[config.mk]
export PLATFORM = sky130hd
export DESIGN_NAME = uart_tx_mmio
export DESIGN_NICKNAME = d
export VERILOG_FILES = /design/src/rtl/uart_pkg.sv /design/src/rtl/sync_fifo.sv /design/src/rtl/uart_tx_mmio.sv
export SDC_FILE = /design/constraint.sdc
export NUM_CORES = 1
export LEC_CHECK = 0
export CAP_MARGIN = 20
export CORE_MARGIN = 1.5
export CORE_UTILIZATION = 53
export DETAILED_ROUTE_END_ITERATION = 8
export PLACE_DENSITY = 0.81
export SYNTH_ARGS = -nofsm -noshare
export SYNTH_HDL_FRONTEND = slang
export SYNTH_SLANG_ARGS = --single-unit
export TNS_END_PERCENT = 30
[constraint.sdc]
create_clock -name clk -period 2.71 [get_ports clk]
set_clock_uncertainty 0.1 [all_clocks]
set_input_delay 0.4065 -clock clk [delete_from_list [all_inputs] [get_ports clk]]
set_output_delay 0.4065 -clock clk [all_outputs]
set_load 0.03 [all_outputs]
[src/rtl/uart_pkg.sv]
// Shared types and register map for the memory-mapped UART blocks.
package uart_pkg;

    typedef enum logic [1:0] {
        TX_IDLE,
        TX_START,
        TX_DATA,
        TX_STOP
    } uart_tx_state_t;

    localparam logic [1:0] ADDR_TX_DATA = 2'd0;
    localparam logic [1:0] ADDR_STATUS  = 2'd1;

    localparam int ST_BUSY  = 0;
    localparam int ST_FULL  = 1;
    localparam int ST_OVF   = 2;
    localparam int ST_EMPTY = 3;

endpackage

[src/rtl/sync_fifo.sv]
// Small synchronous first-word-fall-through FIFO; the head is always visible on dout.
// A push while full is accepted only when a pop happens in the same cycle.
module sync_fifo #(
    parameter int WIDTH = 8,
    parameter int DEPTH = 4
) (
    input  logic             clk,
    input  logic             rst,
    input  logic             push,
    input  logic             pop,
    input  logic [WIDTH-1:0] din,
    output logic [WIDTH-1:0] dout,
    output logic             full,
    output logic             empty
);

    localparam int AW = $clog2(DEPTH);

    // Pointers carry one extra wrap bit so full and empty are distinguishable.
    logic [AW:0]      wr_ptr_reg;
    logic [AW:0]      rd_ptr_reg;
    logic [WIDTH-1:0] mem [DEPTH];
    logic             do_push;
    logic             do_pop;

    assign empty   = (wr_ptr_reg == rd_ptr_reg);
    assign full    = (wr_ptr_reg[AW] != rd_ptr_reg[AW]) &&
                     (wr_ptr_reg[AW-1:0] == rd_ptr_reg[AW-1:0]);
    assign do_pop  = pop && !empty;
    assign do_push = push && (!full || do_pop);
    assign dout    = mem[rd_ptr_reg[AW-1:0]];

    always_ff @(posedge clk) begin
        if (rst) begin
            wr_ptr_reg <= '0;
            rd_ptr_reg <= '0;
        end else begin
            if (do_push) begin
                wr_ptr_reg <= wr_ptr_reg + (AW+1)'(1);
            end
            if (do_pop) begin
                rd_ptr_reg <= rd_ptr_reg + (AW+1)'(1);
            end
        end
    end

    for (genvar gi = 0; gi < DEPTH; gi++) begin : g_entry
        always_ff @(posedge clk) begin
            if (do_push && (wr_ptr_reg[AW-1:0] == AW'(gi))) begin
                mem[gi] <= din;
            end
        end
    end

endmodule

[src/rtl/uart_tx_mmio.sv]
// Memory-mapped 8N1 UART transmitter: bus writes queue bytes in a FIFO,
// a single FSM serialises them LSB first onto a registered line.
module uart_tx_mmio
    import uart_pkg::*;
#(
    parameter int DATA_WIDTH   = 32,
    parameter int CLKS_PER_BIT = 16,
    parameter int FIFO_DEPTH   = 4
) (
    input  logic                  clk,
    input  logic                  rst,
    input  logic                  we,
    input  logic [1:0]            addr,
    input  logic [DATA_WIDTH-1:0] wdata,
    output logic [DATA_WIDTH-1:0] rdata,
    output logic                  uart_tx_out,
    output logic                  tx_busy
);

    localparam int CW = $clog2(CLKS_PER_BIT);
    localparam logic [CW-1:0] CNT_LAST = CW'(CLKS_PER_BIT - 1);

    uart_tx_state_t state_reg;
    logic [CW-1:0]  cnt_reg;
    logic [2:0]     bit_idx_reg;
    logic [7:0]     shift_reg;
    logic           line_reg;
    logic           ovf_reg;

    logic [7:0]     fifo_dout;
    logic           fifo_full;
    logic           fifo_empty;
    logic           fifo_pop;
    logic           wr_tx_data;
    logic           wr_status;
    logic           cnt_last;
    logic           unused_wdata;

    assign unused_wdata = ^wdata[DATA_WIDTH-1:8];

    assign wr_tx_data = we && (addr == ADDR_TX_DATA);
    assign wr_status  = we && (addr == ADDR_STATUS);
    assign fifo_pop   = (state_reg == TX_IDLE) && !fifo_empty;
    assign cnt_last   = (cnt_reg == CNT_LAST);

    sync_fifo #(
        .WIDTH(8),
        .DEPTH(FIFO_DEPTH)
    ) u_fifo (
        .clk  (clk),
        .rst  (rst),
        .push (wr_tx_data),
        .pop  (fifo_pop),
        .din  (wdata[7:0]),
        .dout (fifo_dout),
        .full (fifo_full),
        .empty(fifo_empty)
    );

    always_ff @(posedge clk) begin
        if (rst) begin
            state_reg   <= TX_IDLE;
            cnt_reg     <= '0;
            bit_idx_reg <= '0;
            shift_reg   <= '0;
            line_reg    <= 1'b1;
        end else begin
            case (state_reg)
                TX_IDLE: begin
                    line_reg <= 1'b1;
                    if (fifo_pop) begin
                        shift_reg <= fifo_dout;
                        cnt_reg   <= '0;
                        line_reg  <= 1'b0;
                        state_reg <= TX_START;
                    end
                end
                TX_START: begin
                    if (cnt_last) begin
                        cnt_reg     <= '0;
                        bit_idx_reg <= '0;
                        line_reg    <= shift_reg[0];
                        state_reg   <= TX_DATA;
                    end else begin
                        cnt_reg <= cnt_reg + CW'(1);
                    end
                end
                TX_DATA: begin
                    if (cnt_last) begin
                        cnt_reg <= '0;
                        if (bit_idx_reg == 3'd7) begin
                            line_reg  <= 1'b1;
                            state_reg <= TX_STOP;
                        end else begin
                            // Line takes the next bit as the shifter advances.
                            shift_reg   <= {1'b0, shift_reg[7:1]};
                            line_reg    <= shift_reg[1];
                            bit_idx_reg <= bit_idx_reg + 3'd1;
                        end
                    end else begin
                        cnt_reg <= cnt_reg + CW'(1);
                    end
                end
                TX_STOP: begin
                    line_reg <= 1'b1;
                    if (cnt_last) begin
                        cnt_reg   <= '0;
                        state_reg <= TX_IDLE;
                    end else begin
                        cnt_reg <= cnt_reg + CW'(1);
                    end
                end
                default: begin
                    state_reg <= TX_IDLE;
                end
            endcase
        end
    end

    // A push into a full FIFO is lost unless the FSM pops in the same cycle.
    always_ff @(posedge clk) begin
        if (rst) begin
            ovf_reg <= 1'b0;
        end else if (wr_status) begin
            ovf_reg <= 1'b0;
        end else if (wr_tx_data && fifo_full && !fifo_pop) begin
            ovf_reg <= 1'b1;
        end
    end

    assign uart_tx_out = line_reg;
    assign tx_busy     = (state_reg != TX_IDLE) || !fifo_empty;

    always_comb begin
        rdata = '0;
        if (addr == ADDR_STATUS) begin
            rdata[ST_BUSY]  = tx_busy;
            rdata[ST_FULL]  = fifo_full;
            rdata[ST_OVF]   = ovf_reg;
            rdata[ST_EMPTY] = fifo_empty;
        end
    end

endmodule
==> impl_results.md <==
* Layout cells sized above 1 at 0.183
* Core area at 5170 um2
* CTS tree: done
* Critical path's top delay family: buffers and inverters
* Hold WC Path Type: register to register
* Site Rows at 26
* I/O pin cnt at 71
* Vias in the first global route at 1686
* Async set-reset flop share out of synthesis at 0
* CP Capture Type: primary output
* CP peak stage delay at 0.72 ns
* CTS clock-pin slew for the worst setup and hold paths at roughly 0.070 ns
* Crit Path Class: register to primary output
* Final Util at 0.627
* Hold buffers post-CTS at 0
* Post-synth EDFFs at 32
* Max reg flops at 32
* Seq pwr share at 0.422
* Fin crit period at about 2.5 ns
* Max_cap viols at 0
* Worst IR Drop VDD at 0.468 mV
* Worst slew pin tran at about 0.63 ns
* Placed Cells at between 300 and 400
* TNS Setup at 0 ns
* GRT Residual Overflow at 0
* DR WL/cell at 13.4 um
* Leak at 1.25 nW
* Worst path arrival time at about 2 ns
* Post-synthesis cell count at between 200 and 250
* Fin. Hold Viols at 0
* First-pass GRT wire length at 7750 um
* Tcrit/Tclk final at 0.928
* Synth warnings at 0
* Via density at between 5 and 6
* Port bufs at 18
* Skew-Pair Late Insertion Delay at between 0.3 and 0.4 ns
* Switching share of power at 0.342
* Internal at 1.71 mW
* Die Height at 76.7 um
* Largest net degree at the start of global routing at 20
* Outcome: complete, no violations
* Initial antenna violation count at 0
* Clock power frac at 0.270
* Unique masters post-synth at 45
* Crit-path cells: xor2_2, nor4_1, clkdlybuf4s50_1
* Top FF cell, synth: edfxtp_1
* Die span in x at approximately 77 um
* Number of diodes at 0
* Nature of the critical path startpoint: register
* Synthesis-to-finish area growth at 12.6%
* Total Wirelength at around 4500 um
* Req. time, crit path at 2.20 ns
* PwrDens at ~800 nW/um2
* GP Congestion at between 0.7 and 0.8
* Fin cells at around 330
* F_max at approximately 400 MHz
* Post-synthesis cell area at around 2900 um2
* Crit Path Max Fanout at 6
* Die area at 5890 um2
* Drt first pass iters at 4
* Dpl ws at 0.132 ns
* Share of the yosys chip area belonging to registers at 0.521
* Share of power burned in combinational logic at 0.308
* Psw at 0.887 mW
* Iter 0 DRT Violations at 83
* GRT Total Usage at 0.174
* Buf/Inv on CP at 1
* Fin. max-slew vios at 0
* Clock sinks at 59
* Worst slew margin at 0.578
* RSZ-0062 raised after global routing: no
* Worst Slack Setup Final at just under 0.2 ns
* Drt drc at 0
* Post-CTS setup buffers at 0
* CTS max path bufs at 2
* Max H-tree Level at 3
* Post-synthesis register bit count at a little under 60
* Syn Area/Cell at 12.5 um2
* Antenna Nets Post-Route at 0
* Setup violators final at 0
* Post-DP HPWL at approximately 3100 um
* Worst path slowest cell: clkdlybuf4s50_1
* Starting density of the core at 0.557
* Routed vias at 1711
* Num CTS Buffers at 9
* Final-stage net count at 308
* Root Driver: clkbuf_8
[metrics by stage]
step | area [um2] | power, mW | hold slack, ns
2_1_floorplan | 2980 | 1.75 | 0.327
3_3_place_gp | 3060 | 1.91 | 0.347
3_5_place_dp | 3060 | 1.92 | 0.351
4_1_cts | 3230 | 2.62 | 0.368
5_1_grt | 3240 | 2.75 | 0.387
6_report | 3240 | 2.60 | 0.368
[layer usage]
| layer | vias up | track usage | wire length (um) |
|---|---|---|---|
| li1 | 844 | - | - |
| met1 | 806 | 0.209 | 1990 |
| met2 | 50 | 0.273 | 2130 |
| met3 | 11 | 0.0488 | 226 |
| met4 | 0 | 0.111 | 110 |
| met5 | - | 0 | 0 |
[worst reg2reg max path: stages, from the launching register on]
cell     delay [ns]
dfxtp_1        0.34
inv_1          0.09
ha_1           0.57
nor2_1         0.23
o31a_4         0.37
a22o_1         0.25
[power groups by stage]
stage          sequential (mW)  combinational, mW  clock (mW)
2_1_floorplan             1.09              0.658           0
3_3_place_gp              1.11              0.794           0
3_5_place_dp              1.12              0.805           0
4_1_cts                   1.10              0.808       0.719
5_1_grt                   1.11              0.878       0.761
6_report                  1.10              0.800       0.702
[logic make-up (layout without fill, tap and decap cells)]
| kind of cell | after synthesis | in the layout | synth area share |
|---|---|---|---|
| adder cells (fa/ha/maj) | 13 | 13 | 0.0565 |
| XOR/XNOR | 9 | 9 | 0.0352 |
| other | 1 | 28 | 0.00130 |
| multiplexers | 16 | 16 | 0.0934 |
| flip-flops | 59 | 59 | 0.521 |
| AND/OR/NAND/NOR | 51 | 51 | 0.0995 |
| buffers and inverters | 44 | 49 | 0.0943 |
| AO/OA/AOI/OAI | 38 | 38 | 0.0986 |
[timing repair]
| action | 4_1_cts | 5_1_grt |
|---|---|---|
| endpoints found under the hold margin | 0 | 0 |
| resized for setup | 0 | 4 |
| setup endpoints to repair | 0 | 3 |
[Yosys cell counts, drive strengths merged (2+ instances only)]
master | instances | area (um2)
buf | 30 | 219
a22o | 7 | 61.3
o21a | 2 | 15.0
nand2b | 2 | 12.5
o31ai | 2 | 15.0
ha | 13 | 163
dfxtp | 27 | 541
mux2 | 7 | 78.8
edfxtp | 32 | 961
clkbuf | 5 | 18.8
nand2 | 7 | 26.3
nor2 | 16 | 60.1
a211oi | 2 | 15.0
nand3 | 5 | 25.0
nor4 | 4 | 55.1
a31o | 2 | 17.5
and2 | 5 | 31.3
inv | 9 | 33.8
o21ai | 6 | 30.0
and3 | 2 | 12.5
xor2 | 5 | 66.3
nor2b | 3 | 18.8
a21oi | 9 | 45.0
nand4 | 2 | 12.5
o2bb2ai | 2 | 17.5
mux4 | 8 | 180
xnor2 | 4 | 35.0
nor3 | 3 | 15.0
[final cells by class]
| type | instances | area [um2] |
|---|---|---|
| Clock buffer | 9 | 124 |
| Clock inverter | 7 | 52.6 |
| Fill cell | 385 | 1930 |
| Inverter | 9 | 33.8 |
| Multi-Input combinational cell | 155 | 1210 |
| Sequential cell | 59 | 1500 |
| Tap cell | 70 | 87.6 |
| Timing Repair Buffer | 24 | 233 |
[cell usage in the layout, fill, tap and decap left out, types with 5 or more instances in the layout]
cell type / Yosys / final
edfxtp_1: 32 / 32
conb_1: 1 / 28
dfxtp_1: 27 / 26
nor2_1: 16 / 16
clkdlybuf4s50_1: 0 / 15
ha_1: 13 / 13
a21oi_1: 9 / 9
clkbuf_8: 0 / 9
inv_1: 8 / 8
mux4_2: 8 / 8
mux2_2: 7 / 7
a22o_1: 7 / 7
nand2_1: 7 / 7
buf_4: 28 / 6
and2_1: 5 / 5
nand3_1: 5 / 5
o21ai_0: 5 / 5
[final timing paths]
kind / slack [ns] / cells after the start / endpoint / startpoint
setup / recovery: 0.19 / 3 / rdata[1] / u_fifo.wr_ptr_reg[1]
hold / removal: 0.37 / 1 / shift_reg[7] / shift_reg[7]
setup reg to reg: 0.65 / 5 / shift_reg[5] / state_reg[0]
hold reg to reg: 0.37 / 1 / shift_reg[7] / shift_reg[7]
No activity file was read; power rests on OpenSTA's default activity.
==> patch 1 (config.mk and constraints unchanged) <==
Set the parameter `DATA_WIDTH` to 24 (it was 32).
--- a/src/rtl/uart_tx_mmio.sv
+++ b/src/rtl/uart_tx_mmio.sv
@@ -4,5 +4,5 @@
     import uart_pkg::*;
 #(
-    parameter int DATA_WIDTH   = 32,
+    parameter int DATA_WIDTH   = 24,
     parameter int CLKS_PER_BIT = 16,
     parameter int FIFO_DEPTH   = 4
Interface: changed (resized rdata and wdata); port bits go from 71 to 55. No check against the original RTL was run, so the function may have changed too.
==> patch 1 against the unedited design <==
Clock power up 24%. First-iteration DRC count shrank 11%. Final area barely moved. Routed wire length up 1.5%. Power grew 5.7%. Combinational power fell by 2%. Synthesized area down 2.1%. Sequential cell count unchanged. Worst setup slack got worse by 46 ps. Die area fell by 2.0%. Largest cell class unchanged. Largest power group unchanged.
==> patch 1: results (changes against the unedited design) <==
STATUS
----------------------------------------------------------------------------------
Result of the run                                                     complete, no violations

DETAILED ROUTING
----------------------------------------------------------------------------------
DR vias                                                                       1691   -1.2%
Total wire length                                                          4529 um   +1.5%
Detailed-router iteration count before antenna repair                            4   unchanged
Detailed-route DRC error count                                                   0   unchanged
First-iteration detailed-routing DRC count                                      74   -11%

YOSYS
----------------------------------------------------------------------------------
Fraction of registers with async set/reset                                      0%   unchanged
Ranking of synthesized cells by instance count                        edfxtp_1, dfxtp_1, buf_4
Largest cells by area after synthesis                                 edfxtp_1, dfxtp_1, mux4_2, ha_1, buf_4
Fraction of the yosys area taken by sequential cells                        53.24%   +1.1 points
Count of cell types in the netlist                                              45   unchanged
Yosys warning count                                                              0   unchanged

WORST SETUP PATH
----------------------------------------------------------------------------------
CP startpoint                                                         u_fifo.wr_ptr_reg[0]
Peak fanout along the critical path                                              6   unchanged
Critical path's largest stage delay                                         730 ps
Critical register-to-register path startpoint                         state_reg[0]
Data arrival time of the critical path                                     2060 ps   +50 ps
Max stage delay cell, worst path                                      clkdlybuf4s50_1

CLOCKING
----------------------------------------------------------------------------------
Count of buffers added by post-CTS timing repair for setup                       0   unchanged
Post-cts repair resize count                                                     0   unchanged
Number of CTS-inserted buffers                                                   9   unchanged
CTS clock-pin slew for the worst setup and hold paths                        70 ps   about the same
Number of buffers between clock root and the deepest sink                        2   unchanged
Clock Latency Late Sink                                                     330 ps
Total number of H-tree levels                                                    3   unchanged

TIMING
----------------------------------------------------------------------------------
Slew @ Worst Pin                                                          677.8 ps   +45.53 ps
Total Negative Setup Slacks                                                   0 ps   unchanged

GRT
----------------------------------------------------------------------------------
First-pass GRT wire length                                                 7810 um   +0.80%
Global-route usage over all layers                                          17.72%   +0.34 points
Number of antenna violations at the first check in global routing                0   unchanged
Largest net degree at the start of global routing                               20   unchanged

FINAL LAYOUT
----------------------------------------------------------------------------------
Share of final-layout standard cells stronger than drive strength 1         17.72%   -0.53 points
Antenna Diode Count                                                              0   unchanged
Flip-flop count of the largest register after layout                            32   unchanged
Number of nets in the final layout                                             291   -5.5%

HOLD PATH
----------------------------------------------------------------------------------
Min-Delay Path Class                                                       reg2reg
Worst Min Path Start                                                  bit_idx_reg[1]

PLACEMENT
----------------------------------------------------------------------------------
Final weighted congestion in routability-driven placement                   0.7725   -2.6%
PortBufs                                                                        18   unchanged
Final HPWL from detailed placement                                         3138 um   +0.58%

POWER
----------------------------------------------------------------------------------
Peak supply drop                                                          491.0 uV   +5.0%
Leak Pwr                                                                  1.232 nW   -1.5%

==> patch 1: cell types whose count changed after synthesis <==
cell	change
buf_4	-8
==> patch 1: path summary, 6_finish.rpt <==
kind / to / slack (ps) / cells past startpoint
worst max-delay path: rdata[1] / 150 / 3
worst min-delay path: bit_idx_reg[1] / 360 / 2
worst max register to register: shift_reg[4] / 640 / 5
worst min register to register: bit_idx_reg[1] / 360 / 2
==> patch 1: layout make-up <==
class	count	area, um^2
clock inverters	7	92.59
multi-input cells	147	1179
clock buffers	9	123.9
inverters	9	33.78
well taps	70	87.58
fillers	396	1864
flip-flops and latches	59	1501
repair buffers	23	225.2
==> patch 1: critical path, delay by kind of cell (launching register included) <==
family | cells | cell delay (ps)
xor+xnor | 1 | 180
flops | 1 | 510
buf+inv | 1 | 730
simple gates | 1 | 300
==> patch 1: metal layers <==
metal | track usage [%] | up-vias | share of wire (%)
met2 | 27.66 | 46 | 48
met5 | 0 | - | 0
met3 | 4.217 | 7 | 3.9
met4 | 11.11 | 0 | 1.8
met1 | 22.27 | 804 | 46
li1 | - | 834 | -
==> patch 1: kinds of logic (layout without fill, tap and decap cells) <==
group | after synthesis | in the layout | synth area share (%)
adders and majority gates | 13 | 13 | 5.768
muxes | 16 | 16 | 9.539
and+or+nand+nor | 51 | 51 | 10.16
other | 1 | 20 | 0.1330
AOI/OAI and AO/OA | 38 | 38 | 10.07
DFF | 59 | 59 | 53.24
buffers and inverters | 36 | 48 | 7.497
xor gates and xnor gates | 9 | 9 | 3.594
==> patch 1: per-stage QoR <==
step / instances / hold slack, ps / setup slack, ps / utilization, % / instance area, um^2
after global routing: 324 / 388.2 / 51.75 / 63.50 / 3243
final: 324 / 364.9 / 147.5 / 63.50 / 3243
after detailed placement: 308 / 347.8 / 123.9 / 59.11 / 3019
after CTS: 324 / 367.3 / 51.85 / 63.35 / 3236
after floorplan: 242 / 326.9 / 584.8 / - / 2892
after global placement: 308 / 344.7 / 187.9 / 59.11 / 3019
==> patch 1: where the power goes <==
| part | switching [mW] | internal, mW | leakage, nW |
|---|---|---|---|
| combinational | 0.426 | 0.356 | 0.620 |
| clock | 0.355 | 0.514 | 0.103 |
| sequential | 0.0760 | 1.02 | 0.509 |
| total | 0.857 | 1.89 | 1.23 |
==> patch 2 (same flow settings) <==
Without the edit above. Put a register stage on the output `tx_busy`, cleared by the reset. The value now appears one clock later. The other outputs are not delayed to match.
--- a/src/rtl/uart_tx_mmio.sv
+++ b/src/rtl/uart_tx_mmio.sv
@@ -20,4 +20,6 @@
     localparam int CW = $clog2(CLKS_PER_BIT);
     localparam logic [CW-1:0] CNT_LAST = CW'(CLKS_PER_BIT - 1);
+
+    logic tx_busy_d;
 
     uart_tx_state_t state_reg;
@@ -130,10 +132,10 @@
 
     assign uart_tx_out = line_reg;
-    assign tx_busy     = (state_reg != TX_IDLE) || !fifo_empty;
+    assign tx_busy_d   = (state_reg != TX_IDLE) || !fifo_empty;
 
     always_comb begin
         rdata = '0;
         if (addr == ADDR_STATUS) begin
-            rdata[ST_BUSY]  = tx_busy;
+            rdata[ST_BUSY]  = tx_busy_d;
             rdata[ST_FULL]  = fifo_full;
             rdata[ST_OVF]   = ovf_reg;
@@ -142,3 +144,11 @@
     end
 
+    always_ff @(posedge clk) begin
+        if (rst) begin
+            tx_busy <= '0;
+        end else begin
+            tx_busy <= tx_busy_d;
+        end
+    end
+
 endmodule
Check against the original RTL: not equivalent (a bounded check fails within 4 cycles, from zero or initial values and one cycle with rst high).
==> patch 2 against the unedited design <==
Sequential cell count rose by 1. Power rose by 5.2%. Sequential share of layout area rose by 1.1 points. Combinational power rose by 8.4%. Worst setup slack got worse by 39 ps. Via count rose by 1.7%. Core utilization fell by 0.75 points. Routed wire length rose by 6.9%. Final area fell by 1.2%. Register-to-register slack got worse by 80 ps. Sequential power rose by 5%. Count of clock-buffer cells in the layout did not move. Synthesized area fell by 0.48%. Largest power group unchanged.
==> patch 2: results (changes against the unedited design) <==
YOSYS
----------------------------------------------------------------------------------
Fraction of the yosys area taken by sequential cells                        53.08%   +0.95 points
Fraction of registers with async set/reset                                      0%   unchanged
Largest cells by area after synthesis                                 edfxtp_1, dfxtp_1, buf_4, mux4_2, ha_1
Count of cell types in the netlist                                              43   -4.4%
Ranking of synthesized cells by instance count                        edfxtp_1, buf_4, dfxtp_1

GRT
----------------------------------------------------------------------------------
Met1 routing resource usage after global routing                            20.14%   -0.80 points
GR met3 Demand/Resource                                                     6.228%   +1.3 points
First-pass GRT wire length                                                 7983 um   +3.0%
Met2 capacity usage during global routing                                   31.79%   +4.4 points
Global-route usage over all layers                                          18.21%   +0.83 points

CLOCKING
----------------------------------------------------------------------------------
Clock Latency Late Sink                                                     340 ps   about the same
Number of CTS-inserted buffers                                                   9   unchanged
Buffer type at the clock tree root                                        clkbuf_8

PLACEMENT
----------------------------------------------------------------------------------
DP Area                                                                  3027 um^2   -0.98%
Final HPWL from detailed placement                                         3405 um   +9.1%
Final weighted congestion in routability-driven placement                   0.7743   -2.3%

POWER
----------------------------------------------------------------------------------
Peak supply drop                                                          588.1 uV   +26%
Leak Pwr                                                                  1.182 nW   -5.4%

DETAILED ROUTING
----------------------------------------------------------------------------------
DR vias                                                                       1740   +1.7%
First-iteration detailed-routing DRC count                                      76   -8.4%
Detailed-router iteration count before antenna repair                            4   unchanged
Routed wire per std cell                                                  14.58 um   +8.9%

WORST SETUP PATH
----------------------------------------------------------------------------------
Max stage delay cell, worst path                                      clkdlybuf4s50_1
Peak fanout along the critical path                                              4   -2
Data arrival time of the critical path                                     2050 ps   +40 ps

STATUS
----------------------------------------------------------------------------------
Result of the run                                                     complete, no violations

FINAL LAYOUT
----------------------------------------------------------------------------------
Number of nets in the final layout                                             302   -1.9%
Share of final-layout standard cells stronger than drive strength 1         15.95%   -2.3 points
Flip-flop count of the largest register after layout                            32   unchanged

TIMING
----------------------------------------------------------------------------------
Slew @ Worst Pin                                                          654.3 ps   +22.04 ps

==> patch 2: cell type report <==
cell class	count	area, um^2
clock inverters	7	52.55
clock buffers	9	123.9
flip-flops and latches	60	1521
fillers	427	1969
multi-input cells	152	1181
inverters	7	26.28
repair buffers	22	210.2
well taps	70	87.58
==> patch 2: layer usage <==
| metal | vias up | routed length [um] |
|---|---|---|
| li1 | 829 | - |
| met5 | - | 0 |
| met1 | 843 | 1949 |
| met2 | 60 | 2485 |
| met4 | 0 | 73 |
| met3 | 8 | 260 |
==> patch 2: through the flow <==
step | std cells | setup slack [ps]
detailed placement | 311 | 140.4
CTS | 327 | 129.5
global placement | 311 | 145.4
finish | 327 | 154.7
floorplan | 254 | 617.5
global route | 327 | 35.37
==> patch 2: cells by family after synthesis <==
logic type | count (synthesis) | share of synthesized area, %
flip-flops | 60 | 53.08
AND/OR/NAND/NOR | 53 | 10.30
buffers and inverters | 42 | 9.254
AO/OA/AOI/OAI | 33 | 8.555
multiplexers | 18 | 10.08
adder cells (fa/ha/maj) | 13 | 5.675
XOR/XNOR | 7 | 2.925
other | 1 | 0.1308
==> patch 2: worst reg2reg max path, delay by kind of cell, from the launching register on <==
kind            cells  cell delay [ps]
simple gates        1              460
xor+xnor            1              370
flops               1              490
compound gates      1              380
==> patch 2: worst paths after layout <==
path | start | end | slack (ps) | cells past startpoint
setup / recovery | addr[1] | rdata[3] | 150 | 4
hold / removal | bit_idx_reg[1] | bit_idx_reg[1] | 370 | 2
setup reg to reg | u_fifo.wr_ptr_reg[0] | u_fifo.mem[0][1] | 570 | 3
hold reg to reg | bit_idx_reg[1] | bit_idx_reg[1] | 370 | 2
==> patch 2: power breakdown <==
group,leakage (nW),internal [mW],switching (mW)
Combinational,0.586,0.403,0.464
Sequential,0.517,1.06,0.100
Clock,0.0795,0.333,0.368
Total,1.18,1.80,0.932
